### config.mk
export PLATFORM = sky130hd
export DESIGN_NAME = alu_word_sequencer
export DESIGN_NICKNAME = d
export VERILOG_FILES = /design/src/rtl/alu_pkg.sv /design/src/rtl/alu_word_sequencer.sv
export SDC_FILE = /design/constraint.sdc
export NUM_CORES = 1
export LEC_CHECK = 0
export BUFFER_PORTS_ARGS = -buffer_cell sky130_fd_sc_hd__clkbuf_2
export CAP_MARGIN = 20
export CORE_MARGIN = 2
export CORE_UTILIZATION = 50
export DETAILED_ROUTE_END_ITERATION = 10
export PLACE_DENSITY = 0.87
export SKIP_CTS_REPAIR_TIMING = 1
export SLEW_MARGIN = 20
export SYNTH_ARGS = -nofsm -noshare
export SYNTH_HDL_FRONTEND = slang
export SYNTH_SLANG_ARGS = --single-unit
### constraint.sdc
create_clock -name i_clk -period 4.3 [get_ports i_clk]
set_clock_uncertainty 0.15 [all_clocks]
set_input_delay 0.215 -clock i_clk [delete_from_list [all_inputs] [get_ports i_clk]]
set_output_delay 0.215 -clock i_clk [all_outputs]
set_load 0.005 [all_outputs]
### src/rtl/alu_pkg.sv
// Shared ALU opcode encodings and byte width for the ALU and its word sequencer.
// Pure definitions: no latency, no flow control.
package alu_pkg;
  localparam int ALU_W = 8;

  typedef enum logic [2:0] {
    kADD = 3'd0,
    kLSH = 3'd1,
    kRSH = 3'd2,
    kXOR = 3'd3,
    kAND = 3'd4,
    kSUB = 3'd5
  } op_mne;
endpackage

### src/rtl/alu_word_sequencer.sv
// Runs an NBYTES-wide op through the byte ALU one lane per cycle, threading carry/shift bits.
// Latency NBYTES+1 cycles START->DONE; START is ignored while busy, accepted in IDLE or DONE.
module alu_word_sequencer
  import alu_pkg::*;
#(
  parameter int NBYTES = 2
) (
  input  logic                    i_clk,
  input  logic                    i_reset_n,
  input  logic                    i_start,
  input  logic [2:0]              i_op,
  input  logic [ALU_W*NBYTES-1:0] i_word_a,
  input  logic [ALU_W*NBYTES-1:0] i_word_b,
  output logic                    o_busy,
  output logic                    o_done,
  output logic [ALU_W*NBYTES-1:0] o_result,
  output logic                    o_carry,
  output logic                    o_zero,
  output logic [ALU_W-1:0]        o_alu_a,
  output logic [ALU_W-1:0]        o_alu_b,
  output logic [2:0]              o_alu_op_out,
  output logic                    o_alu_sc_in,
  input  logic [ALU_W-1:0]        i_alu_result,
  input  logic                    i_alu_sc_out
);
  localparam int         W    = ALU_W * NBYTES;
  localparam logic [1:0] LAST = 2'(NBYTES - 1);

  typedef enum logic [1:0] {IDLE, RUN, DONE} state_t;

  state_t           r_state, w_next;
  logic [2:0]       r_op;
  logic [W-1:0]     r_a, r_b, r_result;
  logic [1:0]       r_idx;
  logic             r_carry;
  logic             r_have;
  logic             w_accept, w_legal;
  logic [1:0]       w_lane;
  logic [ALU_W-1:0] w_byte_a, w_byte_b;

  assign w_accept = i_start && (r_state != RUN);
  assign w_legal  = (r_op <= kSUB);
  // Right shifts walk from the top lane down so the shift-out bit feeds the next lower byte.
  assign w_lane   = (r_op == kRSH) ? (LAST - r_idx) : r_idx;

  always_comb begin
    w_byte_a = '0;
    w_byte_b = '0;
    for (int i = 0; i < NBYTES; i++) begin
      if (w_lane == 2'(i)) begin
        w_byte_a = r_a[i*ALU_W +: ALU_W];
        w_byte_b = r_b[i*ALU_W +: ALU_W];
      end
    end
  end

  always_comb begin
    w_next = r_state;
    case (r_state)
      IDLE:    if (i_start) w_next = RUN;
      RUN:     if (r_idx == LAST) w_next = DONE;
      DONE:    w_next = i_start ? RUN : IDLE;
      default: w_next = IDLE;
    endcase
  end

  always_comb begin
    o_alu_a      = '0;
    o_alu_b      = '0;
    o_alu_op_out = kADD;
    o_alu_sc_in  = 1'b0;
    if (r_state == RUN && w_legal) begin
      o_alu_a      = w_byte_a;
      o_alu_b      = (r_op == kSUB) ? ~w_byte_b : w_byte_b;
      o_alu_op_out = (r_op == kSUB) ? kADD : r_op;
      o_alu_sc_in  = r_carry;
    end
  end

  always_ff @(posedge i_clk or negedge i_reset_n) begin
    if (!i_reset_n) begin
      r_state  <= IDLE;
      r_op     <= kADD;
      r_a      <= '0;
      r_b      <= '0;
      r_result <= '0;
      r_idx    <= '0;
      r_carry  <= 1'b0;
      r_have   <= 1'b0;
    end else begin
      r_state <= w_next;
      if (w_accept) begin
        r_op     <= i_op;
        r_a      <= i_word_a;
        r_b      <= i_word_b;
        r_result <= '0;
        r_idx    <= '0;
        // Subtract is A + ~B + 1, so the first byte gets the +1 as carry-in.
        r_carry  <= (i_op == kSUB);
        r_have   <= 1'b0;
      end else if (r_state == RUN) begin
        for (int i = 0; i < NBYTES; i++) begin
          if (w_lane == 2'(i)) r_result[i*ALU_W +: ALU_W] <= w_legal ? i_alu_result : '0;
        end
        r_carry <= w_legal && i_alu_sc_out;
        r_idx   <= r_idx + 2'd1;
        if (r_idx == LAST) r_have <= 1'b1;
      end
    end
  end

  assign o_busy   = (r_state == RUN);
  assign o_done   = (r_state == DONE);
  assign o_result = r_result;
  assign o_carry  = r_carry && (r_op == kADD || r_op == kSUB || r_op == kLSH || r_op == kRSH);
  // ZERO stays low until a result has actually been produced, so reset reads as all zeros.
  assign o_zero   = r_have && ~|r_result;
endmodule

==> results.cfg, run 1 <==
[worst_hold_path]
min_path_type = input port to flop
worst_hold_path.endpoint = o_result[12]
hold_path.startpoint = i_alu_result[4]
min_path_cells = 3

[synth]
synth-xor-area-share_pct = 1.17
syn_nets = 296
synth-simple-area-share_pct = 13.5
syn_area_sq_um = 2770
synth_top_family_by_area = multiplexers
syn_avg_cell_area_sq_um = 11.2
synth.area.mux_share_pct = 17.5
syn_inst = 248
synthAdderAreaFrac_pct = 0.451
synth-seq-cells = 57
ys_seq_area_share_pct = 51.5
yosysUniqueCellTypes = 37
synth-compound-area-share_pct = 12.9
synth_warnings = 0

[drt]
drt-total-wl_microns = 7400
dr.pass1.iters = 4
dr.first_iter.drc_count = 150
ant_nets = 0
avgViaCountPerCell = 5.66
drc = 0
wl_per_cell_microns = 16.6
vias = 2517

[power_and_ir_drop]
p_clk_share_pct = 18.6
p_leak_nw = 1.85
ir_worst_vdd_mv = 0.396
p_sw_w = 0.00116
power.share.sequential_pct = 35.3
power.density_nw_per_um2 = 763
swShare_pct = 39.7
power_frac_comb_pct = 46.1
power.internal_w = 0.00176

[worst_setup_path]
critPathMaxFanout = 25
reg2reg_from = r_op[2]
crit_type = flop to output port
arrival_ps = 2990
cp.required_ps = 3930
ff2ff_setup_slack_ps = 1680
rr_worst_depth = 4
timing.rr.end = o_result[10]
cp-end-kind = output port
critPathLaunchType = flop

[placement]
place_area_sq_um = 3230
globalplace.congestion = 0.870
post-dp-hpwl_microns = 4350
dp_cells = 393
io_buffers = 86

[global_route]
antenna_found_initial = 0
grt_pass1_wl_microns = 10700
grt_pass1_vias = 2330
grt-ovfl-total = 0
grt_start_max_net_pins = 58
grtUsageTotal_pct = 22.4

[finish]
seqCellArea_sq_um = 1430
fin_util_pct = 70.4
area_delta_synth_final_pct = 38.1
layout-drive-gt1-share_pct = 38.1
final_common_cell = clkbuf_2
stdcell_area_sq_um = 3830
num-fill-cells = 383
multiInputGateArea_sq_um = 1280
finalNonFillerCells = 445
antenna_cells = 0
mostFrequentLayoutCells = 86 x clkbuf_2, 57 x dfrtp_1, 37 x dlygate4sd3_1
nets = 417

[sta]
relSlewSlack_pct = 39.4
setup_violations = 0
holdWs_ps = -5.01
setup_tns_ps = 0
drv_slew = 0
rsz0062_at_grt = no
min_period_ps = 3360
hold_viol_final = 4
clock.fmax_mhz = 298
fin_crit_sh_pct = 78.0
tightest_slew_ps = 904

[floorplan]
start_util_pct = 51.0
rows = 27
chipHeight_microns = 78.5
dieArea_sq_um = 6150
die_w_microns = 78.5
io_pins = 87
coreArea_sq_um = 5440

[cts]
clkLatencyLatePin_ps = 330
cts_made_buffers = 9
cts_tree = built
clock_path_buffers = 2
cts_root_buffer = clkbuf_8
clock-sinks = 57
clk_pin_slew_worst_paths_ps = 60
cts_max_level = 3

[status]
violations = hold timing
status = finished, violations left

[flow_run]
cap_violations = 0
[per-layer routing]
metal | share of wire, % | vias to the layer above | GRT usage, %
li1 | - | 1148 | -
met1 | 38 | 1228 | 28.3
met2 | 52 | 122 | 36.3
met3 | 7.4 | 19 | 6.09
met4 | 2.3 | 0 | 10.0
met5 | 0 | - | 0
[synthesized netlist by cell type]
cell type / instances / area, sq um
ha_1: 1 / 12.5
o22ai_1: 1 / 6.26
inv_2: 1 / 3.75
a31oi_1: 1 / 6.26
buf_4: 2 / 15.0
nand2_2: 1 / 6.26
nor2b_1: 10 / 62.6
and2_1: 2 / 12.5
and3_1: 9 / 56.3
nand2b_1: 1 / 6.26
xor2_2: 1 / 16.3
a21boi_1: 1 / 7.51
nand3_1: 2 / 10.0
nor4_1: 3 / 18.8
xnor2_2: 1 / 16.3
clkbuf_1: 6 / 22.5
nor3_2: 1 / 10.0
dfrtp_1: 57 / 1430
o21ai_0: 18 / 90.1
nor3b_1: 1 / 7.51
nor3b_2: 1 / 12.5
inv_1: 2 / 7.51
nor2_1: 3 / 11.3
nand4b_1: 2 / 17.5
mux2i_1: 9 / 90.1
buf_6: 1 / 11.3
a221oi_1: 8 / 70.1
buf_2: 3 / 15.0
a21o_1: 1 / 7.51
mux2_2: 35 / 394
buf_1: 2 / 7.51
o211ai_1: 16 / 120
nand4_1: 1 / 6.26
nor4b_1: 2 / 17.5
a21oi_1: 9 / 45.0
o21ai_1: 1 / 5.00
nand2_1: 32 / 120
[registers in the layout (all words and copies together), names as in the netlist]
name,count
r_idx,2
r_carry,1
o_result,16
r_a,16
r_op,3
r_state,2
r_b,16
r_have,1
[power by group through the flow]
| stage | Clock [W] | Combinational, W | Sequential [W] |
|---|---|---|---|
| CTS | 0.000549 | 0.00129 | 0.00101 |
| finish | 0.000544 | 0.00134 | 0.00103 |
| global route | 0.000575 | 0.00148 | 0.00106 |
| global placement | 0 | 0.00124 | 0.00101 |
| floorplan | 0 | 0.000941 | 0.000951 |
| detailed placement | 0 | 0.00128 | 0.00102 |
[worst max-delay path by stage]
| stage | startpoint | end | slack (ps) |
|---|---|---|---|
| floorplan | r_op[2] | o_alu_b[5] | 2310 |
| global placement | r_op[2] | o_alu_b[5] | 1430 |
| detailed placement | r_op[2] | o_alu_b[6] | 1250 |
| CTS | r_op[2] | o_alu_b[6] | 880 |
| global route | r_op[2] | o_alu_b[4] | 820 |
| finish | r_op[2] | o_alu_b[4] | 940 |
[worst max-delay path, cell delays in order, from the launching register on]
cell and delay, ps:
dfrtp_1 460, nor3b_2 780, xor2_4 430, a221oi_1 520
mux2i_1 300, clkbuf_2 160
[per-stage QoR]
stage	power [W]	worst slack, ps
2_1_floorplan	0.00189	2310
5_1_grt	0.00312	821
6_report	0.00292	944
4_1_cts	0.00286	879
3_3_place_gp	0.00225	1430
3_5_place_dp	0.00231	1250
[cells by family after synthesis]
group                      Yosys count
and+or+nand+nor                     71
DFF                                 57
AOI/OAI and AO/OA                   56
muxes                               44
buffers and inverters               17
xor gates and xnor gates             2
adders and majority gates            1
[layout make-up]
| type | instances | share of cell area (%) |
|---|---|---|
| clock buffer | 12 | 3.79 |
| clock inverter | 3 | 1.70 |
| inverter | 3 | 0.294 |
| multi-input combinational | 174 | 33.5 |
| sequential | 57 | 37.3 |
| tap | 72 | 2.35 |
| timing repair buffer | 124 | 21.1 |
Note: power is estimated with default switching activity, not from simulation.
==> run 2, diff against run 1 <==
Clock period 4.3 ns to 3.4 ns, I/O delays scaled along.
==> run 2 against run 1 <==
Net effect: the flow still finishes with violations (hold timing); wire length increased by 2.7%; die area is the same; clock power is 17% higher; combinational power is 29% higher; critical path depth up 1; register-to-register slack got worse by 690 ps; highest routed layer unchanged.
==> results.cfg, run 2 (synthesis results as in run 1) <==
[floorplan]
io_pins = 87
chipHeight_microns = 78.5
dieArea_sq_um = 6150
die_w_microns = 78.5
coreArea_sq_um = 5440
start_util_pct = 51.0
rows = 27

[global_route]
grt-ovfl-total = 0
grtUsageTotal_pct = 22.5
grt_pass1_vias = 2265
antenna_found_initial = 0
grt_start_max_net_pins = 53
grt_pass1_wl_microns = 10600

[finish]
nets = 427
finalNonFillerCells = 455
num-fill-cells = 376
area_delta_synth_final_pct = 40.7
stdcell_area_sq_um = 3900
mostFrequentLayoutCells = 86 x clkbuf_2, 57 x dfrtp_1, 43 x dlygate4sd3_1
final_common_cell = clkbuf_2
antenna_cells = 0
layout-drive-gt1-share_pct = 38.4

[cts]
clk_pin_slew_worst_paths_ps = 60
cts_tree = built
clock_path_buffers = 2
cts_max_level = 3
cts_root_buffer = clkbuf_8
clkLatencyLatePin_ps = 340
clock-sinks = 57
cts_made_buffers = 9

[sta]
rsz0062_at_grt = no
fin_crit_sh_pct = 80.6
relSlewSlack_pct = 47.8
tightest_slew_ps = 783
min_period_ps = 2740
setup_tns_ps = 0
worst_slack_ps = 660
drv_slew = 0
hold_viol_final = 3
setup_violations = 0
holdWs_ps = -28.3
clock.fmax_mhz = 365

[power_and_ir_drop]
p_leak_nw = 1.89
ir_worst_vdd_mv = 0.515
power.density_nw_per_um2 = 942

[drt]
wl_per_cell_microns = 16.7
drc = 0
ant_nets = 0
avgViaCountPerCell = 5.61
dr.first_iter.drc_count = 155
vias = 2552
drt-total-wl_microns = 7600
dr.pass1.iters = 4

[worst_hold_path]
worst_hold_path.endpoint = o_result[11]
min_path_cells = 3
hold_path.startpoint = i_alu_result[3]
min_path_type = input port to flop

[worst_setup_path]
worst_path_largest_cell_delay_ps = 640
critPathLaunchType = flop
cp_slowest_cell = xor2_2
arrival_ps = 2420
cp.required_ps = 3080
cp-end-kind = output port
reg2reg_from = r_op[2]
crit_type = flop to output port
ff2ff_setup_slack_ps = 990
critPathMaxFanout = 17
timing.rr.end = o_result[8]
path_cells = nor3b_2 -> buf_4 -> xor2_2 -> a221oi_1 -> mux2i_1 -> clkbuf_2
rr_worst_depth = 6

[placement]
place_area_sq_um = 3250
io_buffers = 86
dp_slack_ps = 1020
dp_cells = 396
globalplace.congestion = 0.816
post-dp-hpwl_microns = 4570

[status]
violations = hold timing
status = finished, violations left

[flow_run]
cap_violations = 0
run 2: cell count changes in the layout (fill, tap and decap cells not counted), sizes merged:
| cell | change |
|---|---|
| clkinv | +1 |
| dlygate4sd3 | +6 |
| buf | +4 |
| bufinv | -1 |
run 2: layout make-up:
cell class / count / area [sq um] / share of cell area (%)
Sequential cell: 57 / 1430 / 36.6
Timing Repair Buffer: 134 / 911 / 23.4
Multi-Input combinational cell: 174 / 1260 / 32.4
Clock buffer: 12 / 155 / 3.98
Clock inverter: 3 / 40.0 / 1.03
Tap cell: 72 / 90.1 / 2.31
Inverter: 3 / 11.3 / 0.289
run 2: report_power, final:
part | switching (W) | internal, W
Clock | 0.000266 | 0.000372
Combinational | 0.000910 | 0.000818
Sequential | 0.000289 | 0.00102
run 2: how the worst max path moves through the flow:
stage	start	to	slack (ps)	cells past startpoint
after floorplan	r_op[2]	o_alu_b[5]	1460	6
after global placement	r_op[2]	o_alu_b[5]	1120	6
after detailed placement	r_op[2]	o_result[8]	1020	6
after CTS	r_op[2]	o_alu_b[3]	670	6
after global routing	r_op[2]	o_alu_b[6]	550	6
final	r_op[2]	o_alu_b[3]	660	6
run 2: metrics by stage:
step | total power [W] | utilization (%)
global route | 0.00392 | 71.7
floorplan | 0.00239 | -
finish | 0.00367 | 71.7
CTS | 0.00360 | 63.4
global placement | 0.00288 | 59.8
detailed placement | 0.00296 | 59.8
run 2: critical path: cells and delay by family (launching register included):
| kind | cells | cell delay [ps] |
|---|---|---|
| buffers and inverters | 2 | 350 |
| muxes | 1 | 220 |
| DFF | 1 | 460 |
| and+or+nand+nor | 1 | 210 |
| xor gates and xnor gates | 1 | 640 |
| AOI/OAI and AO/OA | 1 | 200 |
run 2: per-layer routing:
metal,global-route usage (%),wire [microns],vias to the layer above
li1,-,-,1172
met1,27.5,2990,1264
met2,37.2,4010,97
met3,6.21,424,19
met4,10.0,178,0
met5,0,0,-
